### src/rtl/riscv_mstage_pkg.sv
// -----------------------------------------------------------------------------
// riscv_mstage_pkg
// Shared definitions for the memory-stage data-memory controller:
//   - controller state encodings (plain constants, usable by legacy tools)
//   - access size encoding used by both storesrc and memext[1:0]
//   - base byte-enable pattern per access size
// -----------------------------------------------------------------------------
package riscv_mstage_pkg;

    // Controller states
    localparam logic [1:0] ST_IDLE = 2'd0;
    localparam logic [1:0] ST_WAIT = 2'd1;
    localparam logic [1:0] ST_DONE = 2'd2;

    // Access size: shared by storesrc and memext[1:0]
    typedef enum logic [1:0] {
        SZ_B = 2'b00,
        SZ_H = 2'b01,
        SZ_W = 2'b10,
        SZ_D = 2'b11
    } size_e;

    // Byte-enable patterns before shifting to the byte offset
    localparam logic [7:0] BE_B = 8'h01;
    localparam logic [7:0] BE_H = 8'h03;
    localparam logic [7:0] BE_W = 8'h0F;
    localparam logic [7:0] BE_D = 8'hFF;

    function automatic logic [7:0] be_base(input size_e sz);
        case (sz)
            SZ_B:    be_base = BE_B;
            SZ_H:    be_base = BE_H;
            SZ_W:    be_base = BE_W;
            default: be_base = BE_D;
        endcase
    endfunction

endpackage

### src/rtl/riscv_mstage_dmem_ctrl_if.sv
// -----------------------------------------------------------------------------
// riscv_mstage_dmem_ctrl_if
// Data-cache request/acknowledge bus between the memory-stage controller
// (master) and the dcache (slave).
//   req    master->slave  request, held until ack
//   we     master->slave  1 = write
//   addr   master->slave  doubleword-aligned address
//   wdata  master->slave  lane-replicated store data
//   be     master->slave  byte enables
//   ack    slave->master  one-cycle completion pulse
//   rdata  slave->master  read doubleword, valid with ack
// -----------------------------------------------------------------------------
interface riscv_mstage_dmem_ctrl_if #(
    parameter int XLEN = 64
);
    logic            req;
    logic            we;
    logic [XLEN-1:0] addr;
    logic [XLEN-1:0] wdata;
    logic [7:0]      be;
    logic            ack;
    logic [XLEN-1:0] rdata;

    modport master (output req, we, addr, wdata, be, input  ack, rdata);
    modport slave  (input  req, we, addr, wdata, be, output ack, rdata);
endinterface

### src/rtl/riscv_load_extend.sv
// -----------------------------------------------------------------------------
// riscv_load_extend
// Combinational load-data extraction: selects the addressed bytes from a
// doubleword and sign- or zero-extends them to XLEN.
//   i_dword   read doubleword
//   i_off     byte offset within the doubleword
//   i_memext  [1:0] size b/h/w/d, [2] 1 = zero-extend (ignored for d)
//   o_data    extended result
// -----------------------------------------------------------------------------
module riscv_load_extend
    import riscv_mstage_pkg::*;
#(
    parameter int XLEN = 64
) (
    input  logic [XLEN-1:0] i_dword,
    input  logic [2:0]      i_off,
    input  logic [2:0]      i_memext,
    output logic [XLEN-1:0] o_data
);
    logic [XLEN-1:0] word;
    logic            zext;

    // Bring the addressed byte down to bit 0
    assign word = i_dword >> {i_off, 3'b000};
    assign zext = i_memext[2];

    always_comb begin
        case (size_e'(i_memext[1:0]))
            SZ_B:    o_data = {{(XLEN-8){~zext & word[7]}},   word[7:0]};
            SZ_H:    o_data = {{(XLEN-16){~zext & word[15]}}, word[15:0]};
            SZ_W:    o_data = {{(XLEN-32){~zext & word[31]}}, word[31:0]};
            default: o_data = word;
        endcase
    end
endmodule

### src/rtl/riscv_mstage_dmem_ctrl.sv
// -----------------------------------------------------------------------------
// riscv_mstage_dmem_ctrl
// Memory-stage data-memory controller. Launches a dcache access from the E/M
// register contents, holds the pipeline until the dcache acknowledges (or a
// watchdog expires), aligns store data/byte enables and extends load data.
//   i_riscv_mstage_clk / _rst      clock, async active-low reset
//   i_riscv_mstage_globstall       hold DONE while another unit stalls
//   i_riscv_mstage_kill            squash current E/M instruction
//   i_riscv_mstage_dcache_rden/wren, _addr, _store_data, _storesrc,
//   _memext, _misaligned           access description from execute
//   i_riscv_mstage_timer_rden/rdata timer read, same-cycle, no handshake
//   dc                             dcache bus (master side)
//   o_riscv_mstage_stall           to hazard unit
//   o_riscv_mstage_rdata           extended load result
//   o_riscv_mstage_access_fault    watchdog expiry, valid in DONE
// -----------------------------------------------------------------------------
module riscv_mstage_dmem_ctrl
    import riscv_mstage_pkg::*;
#(
    parameter int XLEN     = 64,
    parameter int MAX_WAIT = 255
) (
    input  logic                     i_riscv_mstage_clk,
    input  logic                     i_riscv_mstage_rst,
    input  logic                     i_riscv_mstage_globstall,
    input  logic                     i_riscv_mstage_kill,
    input  logic                     i_riscv_mstage_dcache_rden,
    input  logic                     i_riscv_mstage_dcache_wren,
    input  logic [XLEN-1:0]          i_riscv_mstage_addr,
    input  logic [XLEN-1:0]          i_riscv_mstage_store_data,
    input  logic [1:0]               i_riscv_mstage_storesrc,
    input  logic [2:0]               i_riscv_mstage_memext,
    input  logic                     i_riscv_mstage_misaligned,
    input  logic                     i_riscv_mstage_timer_rden,
    input  logic [XLEN-1:0]          i_riscv_mstage_timer_rdata,
    riscv_mstage_dmem_ctrl_if.master dc,
    output logic                     o_riscv_mstage_stall,
    output logic [XLEN-1:0]          o_riscv_mstage_rdata,
    output logic                     o_riscv_mstage_access_fault
);
    localparam int WD_W = $clog2(MAX_WAIT + 1);

    logic [1:0]      state_q, state_d;
    logic            req_q, req_d;
    logic            fault_q, fault_d;
    logic            killed_q, killed_d;
    logic [WD_W-1:0] wd_q, wd_d;
    logic [XLEN-1:0] buf_q, buf_d;
    logic            we_q;
    logic [XLEN-1:0] addr_q, wdata_q;
    logic [7:0]      be_q;
    logic [2:0]      off_q, memext_q;

    logic            access, launch;
    logic [7:0]      be_launch;
    logic [XLEN-1:0] wdata_launch, ext_data;

    // Timer reads bypass the dcache entirely, so they block a dcache launch
    assign access = (i_riscv_mstage_dcache_rden | i_riscv_mstage_dcache_wren)
                  & ~i_riscv_mstage_misaligned & ~i_riscv_mstage_kill
                  & ~i_riscv_mstage_timer_rden;
    assign launch = (state_q == ST_IDLE) & access;

    // Store alignment: shifted byte enables, operand replicated per lane size
    always_comb begin
        be_launch = be_base(size_e'(i_riscv_mstage_storesrc)) << i_riscv_mstage_addr[2:0];
        case (size_e'(i_riscv_mstage_storesrc))
            SZ_B:    wdata_launch = {(XLEN/8){i_riscv_mstage_store_data[7:0]}};
            SZ_H:    wdata_launch = {(XLEN/16){i_riscv_mstage_store_data[15:0]}};
            SZ_W:    wdata_launch = {(XLEN/32){i_riscv_mstage_store_data[31:0]}};
            default: wdata_launch = i_riscv_mstage_store_data;
        endcase
    end

    always_comb begin
        // NOTE: every signal written here gets a default first, so no path
        // through the case statement can infer a latch.
        state_d              = state_q;
        req_d                = req_q;
        fault_d              = fault_q;
        killed_d             = killed_q;
        wd_d                 = wd_q;
        buf_d                = buf_q;
        o_riscv_mstage_stall = 1'b0;
        case (state_q)
            ST_IDLE: begin
                if (access) begin
                    o_riscv_mstage_stall = 1'b1;
                    state_d  = ST_WAIT;
                    req_d    = 1'b1;
                    fault_d  = 1'b0;
                    killed_d = 1'b0;
                    wd_d     = '0;
                end
            end
            ST_WAIT: begin
                o_riscv_mstage_stall = 1'b1;
                // A kill cannot retract an issued request; just drop the result
                if (i_riscv_mstage_kill) killed_d = 1'b1;
                if (dc.ack) begin
                    buf_d   = dc.rdata;
                    req_d   = 1'b0;
                    state_d = ST_DONE;
                end else begin
                    wd_d = wd_q + 1'b1;
                    if (wd_q == WD_W'(MAX_WAIT - 1)) begin
                        buf_d   = '0;
                        req_d   = 1'b0;
                        fault_d = 1'b1;
                        state_d = ST_DONE;
                    end
                end
            end
            ST_DONE: begin
                if (!i_riscv_mstage_globstall) begin
                    state_d = ST_IDLE;
                    fault_d = 1'b0;
                    wd_d    = '0;
                end
            end
            default: state_d = ST_IDLE;
        endcase
    end

    // NOTE: the asynchronous reset drops req the instant reset asserts; any
    // response still in flight from the dcache is simply never tracked.
    always_ff @(posedge i_riscv_mstage_clk or negedge i_riscv_mstage_rst) begin
        if (!i_riscv_mstage_rst) begin
            state_q  <= ST_IDLE;
            req_q    <= 1'b0;
            fault_q  <= 1'b0;
            killed_q <= 1'b0;
            wd_q     <= '0;
            buf_q    <= '0;
            we_q     <= 1'b0;
            be_q     <= '0;
            addr_q   <= '0;
            wdata_q  <= '0;
            off_q    <= '0;
            memext_q <= '0;
        end else begin
            // NOTE: non-blocking assignments keep every register updating from
            // pre-edge values regardless of statement order.
            state_q  <= state_d;
            req_q    <= req_d;
            fault_q  <= fault_d;
            killed_q <= killed_d;
            wd_q     <= wd_d;
            buf_q    <= buf_d;
            // Bus fields are frozen at launch so they stay stable through WAIT
            if (launch) begin
                we_q     <= i_riscv_mstage_dcache_wren;
                be_q     <= be_launch;
                addr_q   <= {i_riscv_mstage_addr[XLEN-1:3], 3'b000};
                wdata_q  <= wdata_launch;
                off_q    <= i_riscv_mstage_addr[2:0];
                memext_q <= i_riscv_mstage_memext;
            end
        end
    end

    riscv_load_extend #(.XLEN(XLEN)) u_load_extend (
        .i_dword  (buf_q),
        .i_off    (off_q),
        .i_memext (memext_q),
        .o_data   (ext_data)
    );

    always_comb begin
        o_riscv_mstage_rdata = '0;
        if (state_q == ST_IDLE && i_riscv_mstage_timer_rden)
            o_riscv_mstage_rdata = i_riscv_mstage_timer_rdata;
        else if (state_q == ST_DONE && !killed_q)
            o_riscv_mstage_rdata = ext_data;
    end

    assign dc.req                      = req_q;
    assign dc.we                       = we_q;
    assign dc.addr                     = addr_q;
    assign dc.wdata                    = wdata_q;
    assign dc.be                       = be_q;
    assign o_riscv_mstage_access_fault = fault_q;
endmodule

### src/flat_wrapper.sv
// flat-port wrapper written by rule: the top's interface ports become plain ports
module riscv_mstage_dmem_ctrl_flat import riscv_mstage_pkg::*;
#(
    parameter int XLEN     = 64,
    parameter int MAX_WAIT = 255
)
  (i_riscv_mstage_clk, i_riscv_mstage_rst, i_riscv_mstage_globstall, i_riscv_mstage_kill, i_riscv_mstage_dcache_rden, i_riscv_mstage_dcache_wren, i_riscv_mstage_addr, i_riscv_mstage_store_data, i_riscv_mstage_storesrc, i_riscv_mstage_memext, i_riscv_mstage_misaligned, i_riscv_mstage_timer_rden, i_riscv_mstage_timer_rdata, o_riscv_mstage_stall, o_riscv_mstage_rdata, o_riscv_mstage_access_fault, dc_req, dc_we, dc_addr, dc_wdata, dc_be, dc_ack, dc_rdata);
  riscv_mstage_dmem_ctrl_if #(.XLEN(XLEN)) dc_i ();
  input  logic i_riscv_mstage_clk;
  input  logic i_riscv_mstage_rst;
  input  logic i_riscv_mstage_globstall;
  input  logic i_riscv_mstage_kill;
  input  logic i_riscv_mstage_dcache_rden;
  input  logic i_riscv_mstage_dcache_wren;
  input  logic [XLEN-1:0] i_riscv_mstage_addr;
  input  logic [XLEN-1:0] i_riscv_mstage_store_data;
  input  logic [1:0] i_riscv_mstage_storesrc;
  input  logic [2:0] i_riscv_mstage_memext;
  input  logic i_riscv_mstage_misaligned;
  input  logic i_riscv_mstage_timer_rden;
  input  logic [XLEN-1:0] i_riscv_mstage_timer_rdata;
  output logic o_riscv_mstage_stall;
  output logic [XLEN-1:0] o_riscv_mstage_rdata;
  output logic o_riscv_mstage_access_fault;
  output wire logic [$bits(dc_i.req)-1:0] dc_req;
  output wire logic [$bits(dc_i.we)-1:0] dc_we;
  output wire logic [$bits(dc_i.addr)-1:0] dc_addr;
  output wire logic [$bits(dc_i.wdata)-1:0] dc_wdata;
  output wire logic [$bits(dc_i.be)-1:0] dc_be;
  input wire logic [$bits(dc_i.ack)-1:0] dc_ack;
  input wire logic [$bits(dc_i.rdata)-1:0] dc_rdata;
  assign dc_req = dc_i.req;
  assign dc_we = dc_i.we;
  assign dc_addr = dc_i.addr;
  assign dc_wdata = dc_i.wdata;
  assign dc_be = dc_i.be;
  assign dc_i.ack = dc_ack;
  assign dc_i.rdata = dc_rdata;
  riscv_mstage_dmem_ctrl #(.XLEN(XLEN), .MAX_WAIT(MAX_WAIT)) u_core (.i_riscv_mstage_clk(i_riscv_mstage_clk), .i_riscv_mstage_rst(i_riscv_mstage_rst), .i_riscv_mstage_globstall(i_riscv_mstage_globstall), .i_riscv_mstage_kill(i_riscv_mstage_kill), .i_riscv_mstage_dcache_rden(i_riscv_mstage_dcache_rden), .i_riscv_mstage_dcache_wren(i_riscv_mstage_dcache_wren), .i_riscv_mstage_addr(i_riscv_mstage_addr), .i_riscv_mstage_store_data(i_riscv_mstage_store_data), .i_riscv_mstage_storesrc(i_riscv_mstage_storesrc), .i_riscv_mstage_memext(i_riscv_mstage_memext), .i_riscv_mstage_misaligned(i_riscv_mstage_misaligned), .i_riscv_mstage_timer_rden(i_riscv_mstage_timer_rden), .i_riscv_mstage_timer_rdata(i_riscv_mstage_timer_rdata), .dc(dc_i), .o_riscv_mstage_stall(o_riscv_mstage_stall), .o_riscv_mstage_rdata(o_riscv_mstage_rdata), .o_riscv_mstage_access_fault(o_riscv_mstage_access_fault));
endmodule
### config.mk
export PLATFORM = sky130hd
export DESIGN_NAME = riscv_mstage_dmem_ctrl_flat
export DESIGN_NICKNAME = d
export VERILOG_FILES = /design/src/rtl/riscv_mstage_pkg.sv /design/src/rtl/riscv_mstage_dmem_ctrl_if.sv /design/src/rtl/riscv_load_extend.sv /design/src/rtl/riscv_mstage_dmem_ctrl.sv /design/src/flat_wrapper.sv
export SDC_FILE = /design/constraint.sdc
export NUM_CORES = 1
export LEC_CHECK = 0
export CAP_MARGIN = 20
export CORE_AREA = 2 2 185 187
export CTS_BUF_LIST = sky130_fd_sc_hd__clkbuf_2 sky130_fd_sc_hd__clkbuf_4 sky130_fd_sc_hd__clkbuf_8
export DETAILED_ROUTE_END_ITERATION = 16
export DIE_AREA = 0 0 187 189
export PLACE_DENSITY = 0.76
export SLEW_MARGIN = 20
export SYNTH_ARGS = -nofsm -noshare
export SYNTH_HDL_FRONTEND = slang
export SYNTH_SLANG_ARGS = --single-unit
### constraint.sdc
create_clock -name i_riscv_mstage_clk -period 2.6 [get_ports i_riscv_mstage_clk]
set_input_delay 0.52 -clock i_riscv_mstage_clk [delete_from_list [all_inputs] [get_ports i_riscv_mstage_clk]]
set_output_delay 0.52 -clock i_riscv_mstage_clk [all_outputs]
set_load 0.02 [all_outputs]
* After elaboration in Yosys (flattened, before gate mapping)
Index checks and enable logic that the tools add are counted.
** Word-level totals
- Input port bits :: 270
- Output and inout port bits :: 204
- Register bits after elaboration :: 217
- Logic and storage cells :: 84
** Operators by class
- Muxes and demuxes :: 29
- Add/subtract/negate cells :: 1
- Eq/ne operators :: 13
- Shift operators :: 2
- Reduce and logical (&&, ||, !) cells :: 15
- Bitwise operators :: 12
** Operators by type and width (number)
- case mux 64 bit (3 select lines) :: 2
- two-way mux 64 bit :: 4
- right shift 64 x 6 -> 64 bit :: 1
- case mux 8 bit (3 select lines) :: 2
- two-way mux 8 bit :: 3
- two-way mux 1 bit :: 9
- AND reduction 3 bit :: 3
- adder 8 x 1 -> 8 bit (second input constant) :: 1
- == test 8 bit (second input constant) :: 1
- two-way mux 2 bit :: 4
- left shift 8 x 3 -> 8 bit :: 1
- AND 1 bit :: 7
- == test 2 x 1 -> 1 bit (second input constant) :: 3
- == test 2 bit (second input constant) :: 3
- zero test 2 bit :: 3
- != test 2 bit (second input constant) :: 3
- case mux 1 bit (2 select lines) :: 3
- case mux 2 bit (3 select lines) :: 1
- AND reduction 5 bit :: 1
- != test 2 x 1 -> 1 bit (second input constant) :: 2
- NOT 1 bit :: 4
- AND reduction 4 bit :: 1
- nonzero test 2 bit :: 2
- != test 3 x 2 -> 1 bit (second input constant) :: 1
- 6 further kinds :: 7

* Longest topological paths before layout
Gate-level depths: netlist of run 1.
- Word-level depth :: 6
- Mapped depth :: 8
- Mapped depth without buffers :: 5

* By module
From an unflattened synthesis of run 1, not the netlist that was laid out.
** Second synthesis, totals
- Cells, all modules :: 1215
- Area total of the unflattened synthesis :: 11996.5 um^2
** Modules (own cells, without submodules)
- riscv_mstage_dmem_ctrl :: area an instance 9696.8 um^2, sequential area each 5430.2 um^2, instances 1, cells an instance 951
- riscv_load_extend :: area an instance 2299.7 um^2, sequential area each 0.0 um^2, instances 1, cells an instance 264

* Worst setup path before layout of run 1
No wires, ideal clock.
- Path kind :: register to output
- Start point :: register u_core.off_q[2]
- End point :: output port o_riscv_mstage_rdata[45]
- Slack :: 0.155 ns
- Data arrival time :: 1.925 ns
- Buffers on the path :: 2
- Stages on the path, launching flop included :: 8
- Path through :: dfrtp_1 -> buf_2 -> and2_1 -> a22o_1 -> nor3_4 -> nor3_4 -> clkbuf_2 -> o21ai_0
** On the way
- Cells in the longest elaborated chain, start to end :: 5
- Elaborated cells on any way between the ends :: 7
** Ends and longest elaborated chain
- start, declared :: RTL line riscv_mstage_dmem_ctrl.sv:52 : logic [2:0] off_q, memext_q;
- start signal, assigned :: RTL line riscv_mstage_dmem_ctrl.sv:156 : off_q <= i_riscv_mstage_addr[2:0];
- right shift 64 x 6 -> 64 bit (*) :: RTL line riscv_load_extend.sv:24 : assign word = i_dword >> {i_off, 3'b000};
- AND 1 bit, on equally long branches :: RTL line riscv_load_extend.sv:31, riscv_load_extend.sv:29, riscv_load_extend.sv:30
- case mux 64 bit (3 select lines) (*) :: RTL line riscv_load_extend.sv:28 : case (size_e'(i_memext[1:0]))
- two-way mux 64 bit (*) :: RTL line riscv_mstage_dmem_ctrl.sv:173 : else if (state_q == ST_DONE && !killed_q)
- two-way mux 64 bit (*) :: RTL line riscv_mstage_dmem_ctrl.sv:171 : if (state_q == ST_IDLE && i_riscv_mstage_timer_rden)
- end, declared :: RTL line flat_wrapper.sv:23 : output logic [XLEN-1:0] o_riscv_mstage_rdata;
Mark *: on every way between the ends. The rest lies on a longest branch, timed or not.

* Worst setup path in the final report of run 1
- Start point :: register u_core.off_q[0]
- End point :: output port o_riscv_mstage_rdata[32]
Same word-level chain as after synthesis.

==> summary.md, run 1 <==
| Metric | Value |
|---|---|
| Status | `finished with violations` |
| Failing checks | `negative setup slack` |
| Core Area | `33280 µm²` |
| Drt first pass iters | `7` |
| FFs w/ async S/R, synth | `100.0%` |
| Dpl hpwl | `39040 µm` |
| Final min period | `3.225 ns` |
| Avg WL per Cell | `21.89 µm` |
| Total power | `17100 µW` |
| Clock Latency Late Sink | `0.58 ns` |
| Top FF cell, synth | `dfrtp_1` |
| Die Area | `35340 µm²` |
| Nets | `2152` |
| Clk slew on worst S/H paths | `0.06 ns` |
| Crit path buf inv count | `4` |
| Mapped cell area | `11680 µm²` |
| Synth Warn # | `0` |
| Critical Path RT | `2.08 ns` |
| Sink Count | `217` |
| Min-Delay Path Class | `flop to flop` |
| Initial Util | `35.08%` |
| Post-Syn Instances | `1296` |
| Worst path cell trace | `buf_6, nand2b_4, a22o_4, nor3_4, nor3_4, buf_12, buf_4, o31ai_2, buf_4` |
| Die height | `189 µm` |
| Top cell type's share of synthesized area | `46.51%` |
| CTS Root Cell | `clkbuf_8` |
| Routed WL | `51750 µm` |
| Maxcap violations | `0` |
| Worst hold path depth | `2` |
| Synth cell types | `57` |
| Power Dens Cells | `888.1 nW/µm²` |
| Antenna violations before repair | `7` |
| Vias in the first global route | `12974` |
| Remaining global-route overflow | `0` |
| Global-route wire length before repair | `76750 µm` |
| Share of layout cells above drive strength 1 | `21.26%` |
| Critical R2R Launch | `u_core.wd_q[2]` |
| WHS Endpoint | `u_core.dc.wdata[56]` |
| Static leakage | `0.008695 µW` |
| Crit-path max cell delay | `0.51 ns` |
| Via density per instance | `5.362` |
| Crit Path Class | `flop to output port` |
| Syn avg cell area | `9.009 µm²` |
| Crit-path slowest cell | `dfrtp_4` |
| Std-Cell Rows | `67` |
| Cts bufs inserted | `41` |
| CP top delay family | `buffers and inverters` |
| DRC viols | `0` |
| Reg2reg path depth | `6` |
| Final worst slack | `-0.6250 ns` |
| Largest net degree at the start of global routing | `75` |
| Reg2reg end | `u_core.buf_q[62]` |
| Max Fanout on Critical Path | `11` |
| Tcrit/Tclk final | `124.0%` |
| RD Place Congestion | `0.9571` |
| Die W | `187 µm` |
| Max Slew Vio Count | `0` |
| Synth area leader | `dfrtp_1` |
| Most frequent cells after synthesis | `nand2_1 (410), dfrtp_1 (217), o21ai_0 (109)` |
| Post-synth EDFFs | `0` |
| Worst setup EP type | `output port` |
| WHS | `0.4662 ns` |
| R2R Setup Slk | `0.78 ns` |
| Via count | `12676` |
| VDD IR max | `0.0005957 V` |
| CTS H-Tree Depth | `2` |
| Seq/Total Area, Yosys | `46.51%` |
| Area Overhead vs Synth | `64.88%` |
| Clk_skew | `0.03290 ns` |
| Antenna Nets Post-Route | `0` |
| Final hold vios | `0` |
| Drt initial violations | `749` |
| CTS tree | `built` |
| Largest cells by area after synthesis | `dfrtp_1 (47%), nand2_1 (13%), mux2i_1 (5.7%)` |
| Synthesized flop and latch total | `217` |
| Worst slew margin | `39.11%` |
| Port Buffers | `470` |
| Critical path depth | `9` |
| Slew at the pin closest to its max-slew limit | `0.9069 ns` |
| I/O Pins | `474` |
| # setup viols final | `64` |
| Most common cell in the netlist | `nand2_1` |
| Unrepaired setup endpoints after global routing | `true` |
| Arrival time at the worst endpoint | `2.71 ns` |
| CTS Buffer Depth | `3` |
| FMAX | `0.3101 GHz` |
| Origin of the worst min-delay path | `u_core.dc.wdata[56]` |
| Crit start category | `flop` |
| Gr usage total | `28.37%` |
==> sequential cells by signal, indices dropped and copies added (netlist names) <==
name / count
u_core.memext_q: 3
u_core.killed_q: 1
u_core.dc.req: 1
u_core.o_riscv_mstage_access_fault: 1
u_core.state_q: 2
u_core.dc.addr: 61
u_core.dc.wdata: 64
u_core.buf_q: 64
u_core.dc.we: 1
u_core.wd_q: 8
u_core.off_q: 3
u_core.dc.be: 8
==> layer usage <==
layer  global-route usage [%]  share of wire, %  up-vias
li1                         -                 -     5728
met1                    29.60                35     6084
met2                    50.01                50      693
met3                    8.767               8.7      169
met4                    17.61               6.6        2
met5                        0             0.014        -
==> where the power goes <==
| group | total (µW) | leakage, µW | switching (µW) | internal (µW) |
|---|---|---|---|---|
| Clock | 3570 | 0.000466 | 1560 | 2010 |
| Combinational | 8220 | 0.00551 | 4140 | 4080 |
| Sequential | 5310 | 0.00272 | 938 | 4370 |
==> tightest hold or removal path: stages (launching register included) <==
cell and delay [ns]:
dfrtp_1 0.34, nand2_1 0.05, nand2_1 0.04
==> stage by stage <==
stage	cell area [µm²]	setup TNS [ns]	utilization (%)	cells	setup WS, ns
floorplan	11680	0	-	1298	0.1546
global placement	17870	-33.99	53.69	2262	-0.6177
detailed placement	17870	-38.02	53.69	2262	-0.7048
CTS	18870	-35.84	56.70	2349	-0.6499
global route	19240	-40.35	57.83	2361	-0.7311
finish	19250	-33.95	57.85	2364	-0.6250
==> how the worst max path moves through the flow <==
stage	startpoint	end	slack, ns
2_1_floorplan	u_core.off_q[2]	o_riscv_mstage_rdata[45]	0.15
3_3_place_gp	u_core.off_q[0]	o_riscv_mstage_rdata[44]	-0.62
3_5_place_dp	u_core.off_q[0]	o_riscv_mstage_rdata[42]	-0.70
4_1_cts	u_core.off_q[0]	o_riscv_mstage_rdata[58]	-0.65
5_1_grt	u_core.off_q[0]	o_riscv_mstage_rdata[32]	-0.73
6_report	u_core.off_q[0]	o_riscv_mstage_rdata[32]	-0.63
==> area by class of cell <==
type,instances,area [µm²]
Antenna cell,6,15.01
Multi-Input combinational cell,965,6022
Timing Repair Buffer,647,6317
Clock inverter,11,97.59
Tap cell,448,560.5
Fill cell,2921,14030
Sequential cell,217,5434
Inverter,8,33.78
Clock buffer,62,772.0
==> placed cells by master, fill, tap and decap left out, types with 10 or more instances in the layout <==
master             n
nand2_1          409
clkdlybuf4s50_1  404
dfrtp_1          216
buf_4            162
o21ai_0           85
a22o_1            66
mux2i_1           60
nor2_1            59
clkbuf_8          49
buf_6             36
a21oi_1           27
o21ai_1           25
buf_12            24
a221o_1           23
a31oi_1           20
o22ai_1           17
mux4_2            14
clkbuf_4          13
buf_2             13
o31ai_4           11
o211ai_1          10
o31ai_1           10
==> cell families after synthesis <==
group / count (synthesis) / synth area share (%)
AND/OR/NAND/NOR: 524 / 18.12
AO/OA/AOI/OAI: 338 / 20.32
flip-flops: 217 / 46.51
buffers and inverters: 117 / 4.811
multiplexers: 90 / 9.473
XOR/XNOR: 7 / 0.5251
adder cells (fa/ha/maj): 2 / 0.2143
other: 1 / 0.03212
==> repair_timing <==
| item | CTS | global route |
|---|---|---|
| cloned | 2 | 0 |
| buffers inserted | 12 | 12 |
| setup endpoints to repair | 65 | 64 |
| gates resized for setup | 351 | 75 |
| pin swaps | 18 | 18 |
| hold buffers | 1 | 0 |
| endpoints found under the hold margin | 64 | 0 |
Note: power is estimated with default switching activity, not from simulation.
==> run 2, diff against run 1 <==
Settings changed: SLEW_MARGIN 20 to not set.
==> results of run 2 <==
Same layout as run 1: the final DEF is identical, and so are final timing and power.
